==> src/rtl/adder_tree_pkg.sv <==
// Shared definitions for the pipelined adder tree.
//   clog2        : ceiling log2 of a positive integer
//   tree_levels  : number of registered reduction levels for N operands
//   saturate     : clamps a 64-bit signed value into a width-bit signed or
//                  unsigned range and reports whether clamping happened.
// Accumulator widths up to MAX_ACC_W bits are supported by the 64-bit
// arithmetic used in saturate.
package adder_tree_pkg;

    localparam int MAX_ACC_W = 62;

    typedef struct packed {
        logic        sat;    // value was clamped
        logic [63:0] value;  // clamped result, low 'width' bits meaningful
    } sat_t;

    function automatic int clog2(input int v);
        int r;
        r = 0;
        while ((1 << r) < v) r++;
        return r;
    endfunction

    function automatic int tree_levels(input int n);
        return clog2(n);
    endfunction

    function automatic sat_t saturate(input logic signed [63:0] value,
                                      input int                 width,
                                      input logic               is_signed);
        logic signed [63:0] max_v;
        logic signed [63:0] min_v;
        sat_t               r;
        if (is_signed) begin
            max_v = (64'sd1 <<< (width - 1)) - 64'sd1;
            min_v = -max_v - 64'sd1;
        end else begin
            max_v = (64'sd1 <<< width) - 64'sd1;
            min_v = 64'sd0;
        end
        r.sat   = 1'b0;
        r.value = value;
        if (value > max_v) begin
            r.sat   = 1'b1;
            r.value = max_v;
        end else if (value < min_v) begin
            r.sat   = 1'b1;
            r.value = min_v;
        end
        return r;
    endfunction

endpackage

==> src/rtl/adder_tree_level.sv <==
// One registered level of the reduction tree: PAIRS pairwise additions,
// each result one bit wider than its operands so nothing is lost.
// Ports:
//   clk, rst_n        : clock, asynchronous active-low reset
//   valid_i, last_i   : tags travelling with data_i
//   data_i            : 2*PAIRS operands of IN_W bits, operand k at [k*IN_W +: IN_W]
//   valid_o, last_o   : registered tags
//   data_o            : PAIRS sums of IN_W+1 bits
module adder_tree_level
    import adder_tree_pkg::*;
#(
    parameter int IN_W   = 8,
    parameter int PAIRS  = 2,
    parameter bit SIGNED = 1'b0
) (
    input  logic                        clk,
    input  logic                        rst_n,
    input  logic                        valid_i,
    input  logic                        last_i,
    input  logic [2*PAIRS*IN_W-1:0]     data_i,
    output logic                        valid_o,
    output logic                        last_o,
    output logic [PAIRS*(IN_W+1)-1:0]   data_o
);

    localparam int OUT_W = IN_W + 1;

    logic [PAIRS*OUT_W-1:0] sum_d;
    logic [PAIRS*OUT_W-1:0] sum_q;
    logic                   valid_q;
    logic                   last_q;
    logic [IN_W-1:0]        op_a;
    logic [IN_W-1:0]        op_b;

    // Extension bit is the operand MSB in signed mode, zero otherwise.
    always_comb begin
        sum_d = '0;
        op_a  = '0;
        op_b  = '0;
        for (int p = 0; p < PAIRS; p++) begin
            op_a = data_i[(2*p)*IN_W   +: IN_W];
            op_b = data_i[(2*p+1)*IN_W +: IN_W];
            sum_d[p*OUT_W +: OUT_W] = {SIGNED & op_a[IN_W-1], op_a}
                                    + {SIGNED & op_b[IN_W-1], op_b};
        end
    end

    // Data only loads on valid beats; it may go stale while valid_q is low.
    always_ff @(posedge clk or negedge rst_n) begin
        if (!rst_n) begin
            sum_q   <= '0;
            valid_q <= 1'b0;
            last_q  <= 1'b0;
        end else begin
            valid_q <= valid_i;
            last_q  <= valid_i & last_i;
            if (valid_i) sum_q <= sum_d;
        end
    end

    assign valid_o = valid_q;
    assign last_o  = last_q;
    assign data_o  = sum_q;

endmodule

==> src/rtl/adder_tree_pipelined.sv <==
// Pipelined N-operand adder tree followed by a saturating frame accumulator.
// A vector presented in cycle t appears on sum_* in cycle t+LEVELS; the
// frame total for a last-tagged vector appears one cycle after its sum.
// Valid-only streaming, no backpressure.
// Ports:
//   clk, rst_n   : clock, asynchronous active-low reset
//   in_valid     : operand vector valid
//   in_data      : N packed operands, operand k at [k*W +: W]
//   in_last      : last vector of a frame (qualified by in_valid)
//   sum_valid    : tree result valid
//   sum_data     : full-precision vector sum (W+clog2(N) bits)
//   frame_valid  : one-cycle pulse, frame total valid
//   frame_sum    : saturated frame total, held between pulses
//   frame_ovf    : frame saturated at least once, held between pulses
// Constraints: N >= 2, W+clog2(N) <= ACC_W <= MAX_ACC_W.
module adder_tree_pipelined
    import adder_tree_pkg::*;
#(
    parameter int N      = 4,
    parameter int W      = 8,
    parameter int ACC_W  = 16,
    parameter int SIGNED = 0
) (
    input  logic                     clk,
    input  logic                     rst_n,
    input  logic                     in_valid,
    input  logic [N*W-1:0]           in_data,
    input  logic                     in_last,
    output logic                     sum_valid,
    output logic [W+clog2(N)-1:0]    sum_data,
    output logic                     frame_valid,
    output logic [ACC_W-1:0]         frame_sum,
    output logic                     frame_ovf
);

    localparam int LEVELS    = tree_levels(N);
    localparam int NP        = 1 << LEVELS;
    localparam int SW        = W + LEVELS;
    localparam bit IS_SIGNED = (SIGNED != 0);

    // Missing operands are zero, which is neutral in both signed and unsigned mode.
    logic [NP*W-1:0] padded;
    if (NP == N) begin : g_nopad
        assign padded = in_data;
    end else begin : g_pad
        assign padded = {{((NP-N)*W){1'b0}}, in_data};
    end

    for (genvar l = 0; l < LEVELS; l++) begin : g_lvl
        localparam int IN_W  = W + l;
        localparam int PAIRS = NP >> (l + 1);

        logic [2*PAIRS*IN_W-1:0]    din;
        logic                       din_v;
        logic                       din_l;
        logic [PAIRS*(IN_W+1)-1:0]  dout;
        logic                       dout_v;
        logic                       dout_l;

        if (l == 0) begin : g_first
            assign din   = padded;
            assign din_v = in_valid;
            assign din_l = in_valid & in_last;
        end else begin : g_next
            assign din   = g_lvl[l-1].dout;
            assign din_v = g_lvl[l-1].dout_v;
            assign din_l = g_lvl[l-1].dout_l;
        end

        adder_tree_level #(
            .IN_W   (IN_W),
            .PAIRS  (PAIRS),
            .SIGNED (IS_SIGNED)
        ) u_level (
            .clk     (clk),
            .rst_n   (rst_n),
            .valid_i (din_v),
            .last_i  (din_l),
            .data_i  (din),
            .valid_o (dout_v),
            .last_o  (dout_l),
            .data_o  (dout)
        );
    end

    logic [SW-1:0] tree_sum;
    logic          tree_valid;
    logic          tree_last;

    assign tree_sum   = g_lvl[LEVELS-1].dout;
    assign tree_valid = g_lvl[LEVELS-1].dout_v;
    assign tree_last  = g_lvl[LEVELS-1].dout_l;

    // Frame accumulator
    logic [ACC_W-1:0]   acc_q, acc_d;
    logic               ovf_q, ovf_d;
    logic [ACC_W-1:0]   frame_sum_q, frame_sum_d;
    logic               frame_ovf_q, frame_ovf_d;
    logic               frame_valid_q, frame_valid_d;
    logic signed [63:0] acc_ext;
    logic signed [63:0] sum_ext;
    logic signed [63:0] nxt_raw;
    sat_t               nxt;

    // 64-bit headroom means the raw add itself never wraps.
    assign acc_ext = {{(64-ACC_W){IS_SIGNED & acc_q[ACC_W-1]}}, acc_q};
    assign sum_ext = {{(64-SW){IS_SIGNED & tree_sum[SW-1]}}, tree_sum};
    assign nxt_raw = acc_ext + sum_ext;
    assign nxt     = saturate(nxt_raw, ACC_W, IS_SIGNED);

    always_comb begin
        acc_d         = acc_q;
        ovf_d         = ovf_q;
        frame_sum_d   = frame_sum_q;
        frame_ovf_d   = frame_ovf_q;
        frame_valid_d = 1'b0;
        if (tree_valid) begin
            if (tree_last) begin
                // Publish and restart in the same edge so a new frame can follow immediately.
                frame_sum_d   = nxt.value[ACC_W-1:0];
                frame_ovf_d   = ovf_q | nxt.sat;
                frame_valid_d = 1'b1;
                acc_d         = '0;
                ovf_d         = 1'b0;
            end else begin
                acc_d = nxt.value[ACC_W-1:0];
                ovf_d = ovf_q | nxt.sat;
            end
        end
    end

    always_ff @(posedge clk or negedge rst_n) begin
        if (!rst_n) begin
            acc_q         <= '0;
            ovf_q         <= 1'b0;
            frame_sum_q   <= '0;
            frame_ovf_q   <= 1'b0;
            frame_valid_q <= 1'b0;
        end else begin
            acc_q         <= acc_d;
            ovf_q         <= ovf_d;
            frame_sum_q   <= frame_sum_d;
            frame_ovf_q   <= frame_ovf_d;
            frame_valid_q <= frame_valid_d;
        end
    end

    assign sum_valid   = tree_valid;
    assign sum_data    = tree_sum;
    assign frame_valid = frame_valid_q;
    assign frame_sum   = frame_sum_q;
    assign frame_ovf   = frame_ovf_q;

endmodule
==> config.mk <==
export PLATFORM = sky130hd
export DESIGN_NAME = adder_tree_pipelined
export DESIGN_NICKNAME = d
export VERILOG_FILES = /design/src/rtl/adder_tree_pkg.sv /design/src/rtl/adder_tree_level.sv /design/src/rtl/adder_tree_pipelined.sv
export SDC_FILE = /design/constraint.sdc
export NUM_CORES = 1
export LEC_CHECK = 0
export CORE_MARGIN = 2
export CORE_UTILIZATION = 45
export DETAILED_ROUTE_END_ITERATION = 6
export PLACE_DENSITY = 0.66
export SYNTH_ARGS = -nofsm -noshare
export SYNTH_HDL_FRONTEND = slang
export SYNTH_HIERARCHICAL = 1
export SYNTH_SLANG_ARGS = --single-unit
==> constraint.sdc <==
create_clock -name clk -period 2.5 [get_ports clk]
set_input_delay 0.25 -clock clk [delete_from_list [all_inputs] [get_ports clk]]
set_output_delay 0.25 -clock clk [all_outputs]
set_load 0.005 [all_outputs]
== Word-level counts from Yosys, hierarchy flattened ==
Index checks and enable logic that the tools add are counted.

* Register bits: 67
* Bits of input ports: 36
* Output and inout port bits: 29
* Word-level logic and storage cells: 28

* Add/subtract/negate cells: 4
* Magnitude comparators: 2
* Multiplexer cells: 6
* Bitwise logic cells: 4
* Reductions and logical operators: 1

{| class="wikitable"
|+ Operators with widths
! kind !! count
|-
| 65-bit two-way mux || 2
|-
| 8-bit by 8-bit adder with 9-bit output || 2
|-
| 16-bit by 10-bit adder with 17-bit output || 1
|-
| 17-bit by 16-bit greater-than comparator with 1-bit output (second input constant) || 1
|-
| 17-bit by 1-bit less-than comparator with 1-bit output (second input constant) || 1
|-
| 16-bit two-way mux || 1
|-
| 9-bit by 9-bit adder with 10-bit output || 1
|-
| 1-bit AND || 3
|-
| 1-bit two-way mux || 3
|-
| 2-bit AND reduction || 1
|-
| 1-bit bitwise OR || 1
|}

== Longest topological paths before layout ==
Gate-level depths: netlist of run 1.

* Depth in word-level cells: 6
* Mapped depth: 11
* Mapped depth without buffers: 9

== Modules after synthesis ==
The synthesis of run 1 kept the hierarchy.

{| class="wikitable"
|+ Modules (own cells, without submodules)
! module !! instances !! cells each !! area an instance (um^2) !! sequential area each (um^2)
|-
| adder_tree_pipelined || 1 || 218 || 2040.7 || 875.8
|-
| adder_tree_level at g_lvl[0].u_level || 1 || 148 || 1456.4 || 500.5
|-
| adder_tree_level at g_lvl[1].u_level || 1 || 89 || 878.3 || 300.3
|}

== Worst setup path after synthesis of run 1 ==
OpenSTA, ideal clock, no wires.

* Path type: reg2reg
* From: register g_lvl[1].u_level.sum_q[4]
* To: register acc_q[13]
* Library setup time: 141 ps
* Data arrival time: 2115 ps
* Data required time: 2359 ps
* Path slack: 244 ps
* Cell stages (with the launch flop): 9
* Path buffers: 1
* Period minus slack after synthesis: 2256 ps
* Cell sequence: dfrtp_1 > ha_1 > a21o_1 > a21oi_2 > a21oi_1 > o32a_1 > buf_6 > a2111oi_4 > a211oi_1

* Longest elaborated chain between the ends: 5
* Elaborated cells on any way between the ends: 6
* Those cells by class: 1 x add/sub; 2 x order compare; 3 x mux

{| class="wikitable"
|+ RTL lines
! what !! line !! source
|-
| from (decl) || adder_tree_level.sv:29 || <nowiki>logic [PAIRS*OUT_W-1:0] sum_q;</nowiki>
|-
| from (signal assigned) || adder_tree_level.sv:57 || <nowiki>if (valid_i) sum_q <= sum_d;</nowiki>
|-
| 16-bit by 10-bit adder with 17-bit output (*) || adder_tree_pipelined.sv:108 || <nowiki>assign nxt_raw = acc_ext + sum_ext;</nowiki>
|-
| 17-bit by 1-bit less-than comparator with 1-bit output || adder_tree_pkg.sv:46 || <nowiki>end else if (value < min_v) begin</nowiki>
|-
| 65-bit two-way mux || adder_tree_pkg.sv:46 ||
|-
| 65-bit two-way mux (*) || adder_tree_pkg.sv:43 || <nowiki>if (value > max_v) begin</nowiki>
|-
| 16-bit two-way mux (*) || adder_tree_pipelined.sv:118 || <nowiki>if (tree_last) begin</nowiki>
|-
| to (signal assigned) || adder_tree_pipelined.sv:134 || <nowiki>acc_q <= '0;</nowiki>
|-
| to (signal assigned) || adder_tree_pipelined.sv:140 || <nowiki>acc_q <= acc_d;</nowiki>
|-
| to (decl) || adder_tree_pipelined.sv:95 || <nowiki>logic [ACC_W-1:0] acc_q, acc_d;</nowiki>
|}

Mark *: on every way between the ends. The rest lies on a longest branch, timed or not.
A chain may end at the register's enable or synchronous reset.

== Final worst setup path of run 1 ==
* From: register g_lvl[1].u_level.sum_q[6]
* To: register acc_q[9]

Same word-level chain as after synthesis.

==> flow_summary.json, run 1 <==
{
  "outcome": "finished clean",
  "nets": 596,
  "cp.arrival_ns": 2.63,
  "wl_per_cell_um": 14.5,
  "clkPwrFrac_pct": 17.6,
  "ios": 65,
  "crit_required_ns": 2.71,
  "rr_worst_depth": 7,
  "yosys.cell_types.count": 71,
  "drt_wl_total_um": 9490,
  "first_pass_iters": 4,
  "die_area_um2": 10500,
  "place_ws_ns": 0.0594,
  "num_rows": 35,
  "synth_area_per_cell_um2": 9.62,
  "viasPerCell": 5.61,
  "comb_power_share_pct": 52.2,
  "cts_buffer_depth": 2,
  "hold_class": "in -> async",
  "crit_fanout": 5,
  "synth_top_area_share_pct": 38.3,
  "ir_worst_vdd_mv": 0.563,
  "grt_pass1_vias": 3577,
  "htreeDepth": 3,
  "synth_enable_flop_cells": 0,
  "gp_congestion": 0.875,
  "synthToLayoutAreaGrowth_pct": 23.5,
  "setup_tns_ns": 0,
  "synth.net_count": 530,
  "die_h_um": 103,
  "yosysSeqAreaShare_pct": 38.3,
  "setup_viol": 0,
  "grt.overflow.total": 0,
  "async_flop_share_pct": 100,
  "post-dp-hpwl_um": 7080,
  "p_switching_mw": 2.22,
  "r2r_end": "acc_q[9]",
  "final-hold-violation-count": 0,
  "yosysWarnings": 6,
  "cap_violations": 0,
  "hold_slack_ns": 0.447,
  "slew_headroom_pct": 57.9,
  "antenna_cells": 0,
  "synth_area_leader_cell": "dfrtp_1",
  "grtUsageTotal_pct": 19.2,
  "netlist_area_um2": 4380,
  "drt_iter0_markers": 120,
  "slew_violations": 0,
  "pwr-share-seq_pct": 30.1,
  "placed_cells": 637,
  "cp-startpoint": "g_lvl[1].u_level/data_o[6]",
  "cts_root_buf": "clkbuf_8",
  "clkSinkCount": 67,
  "startpoint_type": "flop",
  "syn_inst": 455,
  "die_w_um": 103,
  "remaining_drc_errors": 0,
  "drtAntennaViolNets": 0,
  "synth_most_common_cell": "dfrtp_1",
  "fillers": 832,
  "switching_share_pct": 39.1,
  "portBuffers": 64,
  "drive_above_1_share_pct": 10.5,
  "synth_area_leaders": "dfrtp_1, ha_1, a21oi_1",
  "end_kind": "flop",
  "worstSetupPathType": "reg -> reg",
  "vias": 3675,
  "final_util_pct": 57.9,
  "cts_tree": "built",
  "period_share_pct": 97.0,
  "r2r_slack_ns": 0.08,
  "layout_setup_ws_ns": 0.0755,
  "synth_seq_cells": 67,
  "grt_first_pass_wirelength_um": 16000,
  "insertion_delay_ns": 0.35,
  "antenna_found_initial": 0,
  "start_util_pct": 46.9,
  "r2r-start": "g_lvl[1].u_level/data_o[6]",
  "synth-main-ff-cell": "dfrtp_1",
  "skew_ns": 0.0150,
  "fin_crit_ns": 2.42,
  "numCtsBuffers": 9,
  "synth_common_cells": "dfrtp_1, a21oi_1, ha_1",
  "power-per-cell-area_nw_per_um2": 1050,
  "path_clk_slew_ns": 0.07,
  "power_leakage_nw": 2.31,
  "fmaxAchievable_mhz": 412,
  "stdcell_count": 655,
  "tightest_slew_ns": 0.631,
  "grt_max_degree": 41,
  "p_int_mw": 3.45,
  "core_um2": 9330
}
==> routing by layer <==
metal	global-route usage [%]	share of wire, %
met1	23.8	45
met2	33.0	49
met3	3.05	3.8
met4	8.82	2.3
met5	0	0
==> power groups by stage <==
stage / Combinational [mW] / Clock, mW / Sequential, mW
6_report: 2.96 / 1.00 / 1.71
5_1_grt: 3.30 / 1.08 / 1.76
2_1_floorplan: 2.03 / 0 / 1.65
4_1_cts: 2.90 / 1.03 / 1.71
3_3_place_gp: 2.83 / 0 / 1.72
3_5_place_dp: 2.88 / 0 / 1.73
==> cells by family after synthesis <==
kind of cell	count (synthesis)	synth area share (%)
compound gates	162	25.2
xor+xnor	13	2.60
fa+ha+maj	39	11.8
buf+inv	49	5.38
flops	67	38.3
mux	11	2.75
simple gates	114	13.9
==> sequential cells by signal, indices dropped and copies added (netlist names) <==
name and flops:
g_lvl.u_level/data_o 28, acc_q 16, frame_sum 16, g_lvl.u_level/last_o 2
g_lvl.u_level/valid_o 2, frame_ovf 1, frame_valid 1, ovf_q 1
==> critical path, stage by stage (launching register included) <==
cell	delay, ns
dfrtp_1	0.42
ha_1	0.39
and2_1	0.20
a221o_1	0.39
o31a_1	0.26
or3_1	0.33
a22oi_2	0.20
o22ai_1	0.09
==> per-stage QoR <==
stage                     area, µm²  power (mW)
after detailed placement       5150        4.61
after global routing           5410        6.13
after floorplan                4380        3.68
after CTS                      5380        5.64
final                          5410        5.67
after global placement         5150        4.55
==> placed cells by master (no fill, tap or decap), drive strengths merged, types with 8 or more instances in the layout <==
master / instances
o22ai: 14
nor2b: 8
o21ai: 35
a21oi: 37
nor2: 24
xnor2: 9
clkdlybuf4s50: 63
dfrtp: 67
inv: 29
clkbuf: 10
nand2: 29
mux2: 8
buf: 12
ha: 35
a211oi: 14
==> final cells by class <==
class | instances | area [µm²] | share of cell area, %
Clock buffer | 10 | 128 | 2.36
Clock inverter | 6 | 88.8 | 1.64
Inverter | 28 | 105 | 1.94
Multi-Input combinational cell | 339 | 2480 | 45.9
Sequential cell | 67 | 1680 | 31.0
Tap cell | 129 | 161 | 2.99
Timing Repair Buffer | 76 | 766 | 14.2
==> worst max-delay path by stage <==
stage	endpoint	slack, ns	cells past startpoint
after floorplan	acc_q[13]	0.24	8
after global placement	acc_q[9]	0.12	7
after detailed placement	acc_q[13]	0.06	10
after CTS	acc_q[13]	0.02	10
after global routing	acc_q[9]	-0.02	7
final	acc_q[9]	0.08	7
==> timing repair <==
item / 4_1_cts / 5_1_grt
setup buffers: 0 / 1
endpoints found under the setup margin: 0 / 10
hold buffers: 1 / 0
gates resized for setup: 0 / 4
endpoints found under the hold margin: 27 / 0
(Power assumes the default switching activity.)
==> run 2: changes to the inputs <==
--- a/config.mk
+++ b/config.mk
@@ -5,10 +5,12 @@
 export SDC_FILE = /design/constraint.sdc
 export NUM_CORES = 1
 export LEC_CHECK = 0
+export CELL_PAD_IN_SITES_DETAIL_PLACEMENT = 1
+export CELL_PAD_IN_SITES_GLOBAL_PLACEMENT = 2
 export CORE_MARGIN = 2
-export CORE_UTILIZATION = 45
+export CORE_UTILIZATION = 34
 export DETAILED_ROUTE_END_ITERATION = 6
-export PLACE_DENSITY = 0.66
+export PLACE_DENSITY = 0.82
 export SYNTH_ARGS = -nofsm -noshare
 export SYNTH_HDL_FRONTEND = slang
 export SYNTH_HIERARCHICAL = 1
==> constraint.sdc (replaced) <==
create_clock -name clk -period 2.3 [get_ports clk]
set_input_delay 0.23 -clock clk [delete_from_list [all_inputs] [get_ports clk]]
set_output_delay 0.23 -clock clk [all_outputs]
set_load 0.005 [all_outputs]
==> run 2 against run 1 <==
  * The run now ends with setup timing left
  * Wire length is 27% higher
  * Clock skew is 0.0074 ns lower
  * Critical endpoint is now acc_q[13]
  * Sequential share of layout area is 2.9 points lower
  * Flip-flop and latch count stayed put
  * Die area is 31% higher
  * Critical path depth is 1 higher
  * Critical path type unchanged
  * Clock power is 39% higher
==> flow_summary.json, run 2 (synthesized netlist as in run 1, its figures left out) <==
{
  "ir_worst_vdd_mv": 0.531,
  "first_pass_iters": 4,
  "antenna_found_initial": 0,
  "setup_tns_ns": -0.0227,
  "wl_per_cell_um": 16.7,
  "post-dp-hpwl_um": 8450,
  "fmaxAchievable_mhz": 433,
  "skew_ns": 0.00765,
  "drive_above_1_share_pct": 18.4,
  "htreeDepth": 3,
  "comb_power_share_pct": 56.0,
  "antenna_cells": 0,
  "gp_congestion": 0.793,
  "synthToLayoutAreaGrowth_pct": 36.1,
  "num_rows": 41,
  "outcome": "finished, violations left",
  "final_util_pct": 47.4,
  "multi_input_area_um2": 2650,
  "cts_root_buf": "clkbuf_16",
  "path_clk_slew_ns": 0.06,
  "die_h_um": 117,
  "cts_buffer_depth": 2,
  "placed_cells": 702,
  "vias": 3881,
  "grt_pass1_vias": 4065,
  "portBuffers": 64,
  "numCtsBuffers": 9,
  "die_w_um": 117,
  "crit_required_ns": 2.50,
  "layout_commonest_cell": "dfrtp_1",
  "cpMaxStageDelayCell": "dfrtp_1",
  "grt_max_degree": 68,
  "worstSetupPathType": "reg -> reg",
  "viasPerCell": 5.35,
  "drtAntennaViolNets": 0,
  "cap_violations": 0,
  "clkSinkCount": 67,
  "fillers": 1421,
  "crit_fanout": 6,
  "postPlaceCellArea_um2": 5360,
  "hold_class": "in -> async",
  "p_int_mw": 4.64,
  "slew_violations": 0,
  "critical_path_buf_inv_count": 1,
  "setup_viol": 2,
  "core_um2": 12600,
  "insertion_delay_ns": 0.34,
  "power_leakage_nw": 2.50,
  "slowest_delay_ns": 0.41,
  "tightest_slew_ns": 0.507,
  "stdcell_count": 726,
  "end_kind": "flop",
  "rsz0062_at_grt": "true",
  "final_cell_mix": "dfrtp_1, clkdlybuf4s50_1, buf_4",
  "slew_headroom_pct": 66.1,
  "startpoint_type": "flop",
  "p_switching_mw": 2.91,
  "path_delay_family": "compound AO/OA/AOI/OAI gates",
  "grt_first_pass_wirelength_um": 19600,
  "largest_reg_flops": 28,
  "die_area_um2": 13800,
  "nets": 624,
  "remaining_drc_errors": 0,
  "final-hold-violation-count": 0,
  "cts_tree": "built",
  "fin_crit_ns": 2.31,
  "path_cells": "ha_4 > a21o_1 > a21oi_2 > a21oi_2 > o32a_4 > buf_12 > a2111oi_4 > a211oi_2",
  "hold_slack_ns": 0.448,
  "ff_latch_area_um2": 1680,
  "power-per-cell-area_nw_per_um2": 1270,
  "grt.overflow.total": 0,
  "critPathMostFrequentCell": "a21oi_2",
  "ios": 65,
  "grtUsageTotal_pct": 17.4,
  "drt_iter0_markers": 120,
  "drt_wl_total_um": 12100,
  "period_share_pct": 101,
  "violations": "setup timing",
  "clkPwrFrac_pct": 18.5,
  "final_cell_area_um2": 5950,
  "switching_share_pct": 38.5,
  "cp.arrival_ns": 2.51,
  "pwr-share-seq_pct": 25.5,
  "start_util_pct": 34.8,
  "layout_setup_ws_ns": -0.0120
}
[run 2: cell types whose count changed in the layout (fill, tap and decap cells not counted), sizes merged]
| cell | change |
|---|---|
| buf | +26 |
| inv | -1 |
| clkbuf | +4 |
| bufinv | -1 |
[run 2: area by class of cell]
type                    count  share of cell area, %
repair buffers            104                   16.9
flip-flops and latches     67                   28.2
well taps                 172                   3.61
inverters                  28                   1.77
multi-input cells         339                   44.6
clock buffers              12                   4.14
clock inverters             4                  0.841
[run 2: worst register-to-register path: stages (launching register included)]
cell       delay (ns)
dfrtp_1          0.41
ha_4             0.26
a21o_1           0.22
a21oi_2          0.19
a21oi_2          0.09
o32a_4           0.36
buf_12           0.15
a2111oi_4        0.36
a211oi_2         0.13
[run 2: per-layer routing]
layer / track usage [%] / share of wire, % / vias to the layer above
met4: 7.53 / 2.2 / 0
met5: 0 / 0 / -
li1: - / - / 1882
met3: 3.31 / 3.7 / 24
met1: 21.2 / 45 / 1875
met2: 30.1 / 49 / 100
[run 2: worst paths after layout]
check / from / slack (ns) / to / depth (start not counted)
max: g_lvl[1].u_level/data_o[4] / -0.01 / acc_q[13] / 8
min in group clk: g_lvl[0].u_level/last_o / 0.45 / g_lvl[1].u_level/last_o / 1
min: rst_n / 0.45 / frame_sum[0] / 3
max in group asynchronous: rst_n / 1.55 / acc_q[9] / 3
min reg2reg: g_lvl[0].u_level/last_o / 0.45 / g_lvl[1].u_level/last_o / 1
max reg2reg: g_lvl[1].u_level/data_o[4] / -0.01 / acc_q[13] / 8
[run 2: per-stage QoR]
stage                     setup WS [ns]  total power [mW]
after floorplan                  0.0441              4.00
final                           -0.0120              7.55
after CTS                       -0.0359              7.01
after detailed placement         -0.119              5.41
after global placement          -0.0568              5.27
after global routing            -0.0810              8.07
[run 2: timing repair]
item | CTS | global route
pin swaps | 10 | 10
hold buffers | 1 | 0
endpoints found under the hold margin | 67 | 0
gates cloned | 0 | 2
gates resized for setup | 13 | 20
endpoints found under the setup margin | 25 | 33
setup buffers | 0 | 5
[run 2: power groups by stage]
stage | clock network [mW] | registers (mW) | logic [mW]
5_1_grt | 1.48 | 1.99 | 4.60
3_3_place_gp | 0 | 1.86 | 3.41
2_1_floorplan | 0 | 1.79 | 2.21
4_1_cts | 1.43 | 1.90 | 3.68
3_5_place_dp | 0 | 1.89 | 3.52
6_report | 1.39 | 1.93 | 4.23
==> run 3: changes to the inputs <==
--- a/config.mk
+++ b/config.mk
@@ -9,6 +9,7 @@
 export CELL_PAD_IN_SITES_GLOBAL_PLACEMENT = 2
 export CORE_MARGIN = 2
 export CORE_UTILIZATION = 34
+export CTS_CLUSTER_SIZE = 28
 export DETAILED_ROUTE_END_ITERATION = 6
 export PLACE_DENSITY = 0.82
 export SYNTH_ARGS = -nofsm -noshare
==> results of run 3 <==
Final layout, timing and power as in run 2 (identical DEF).
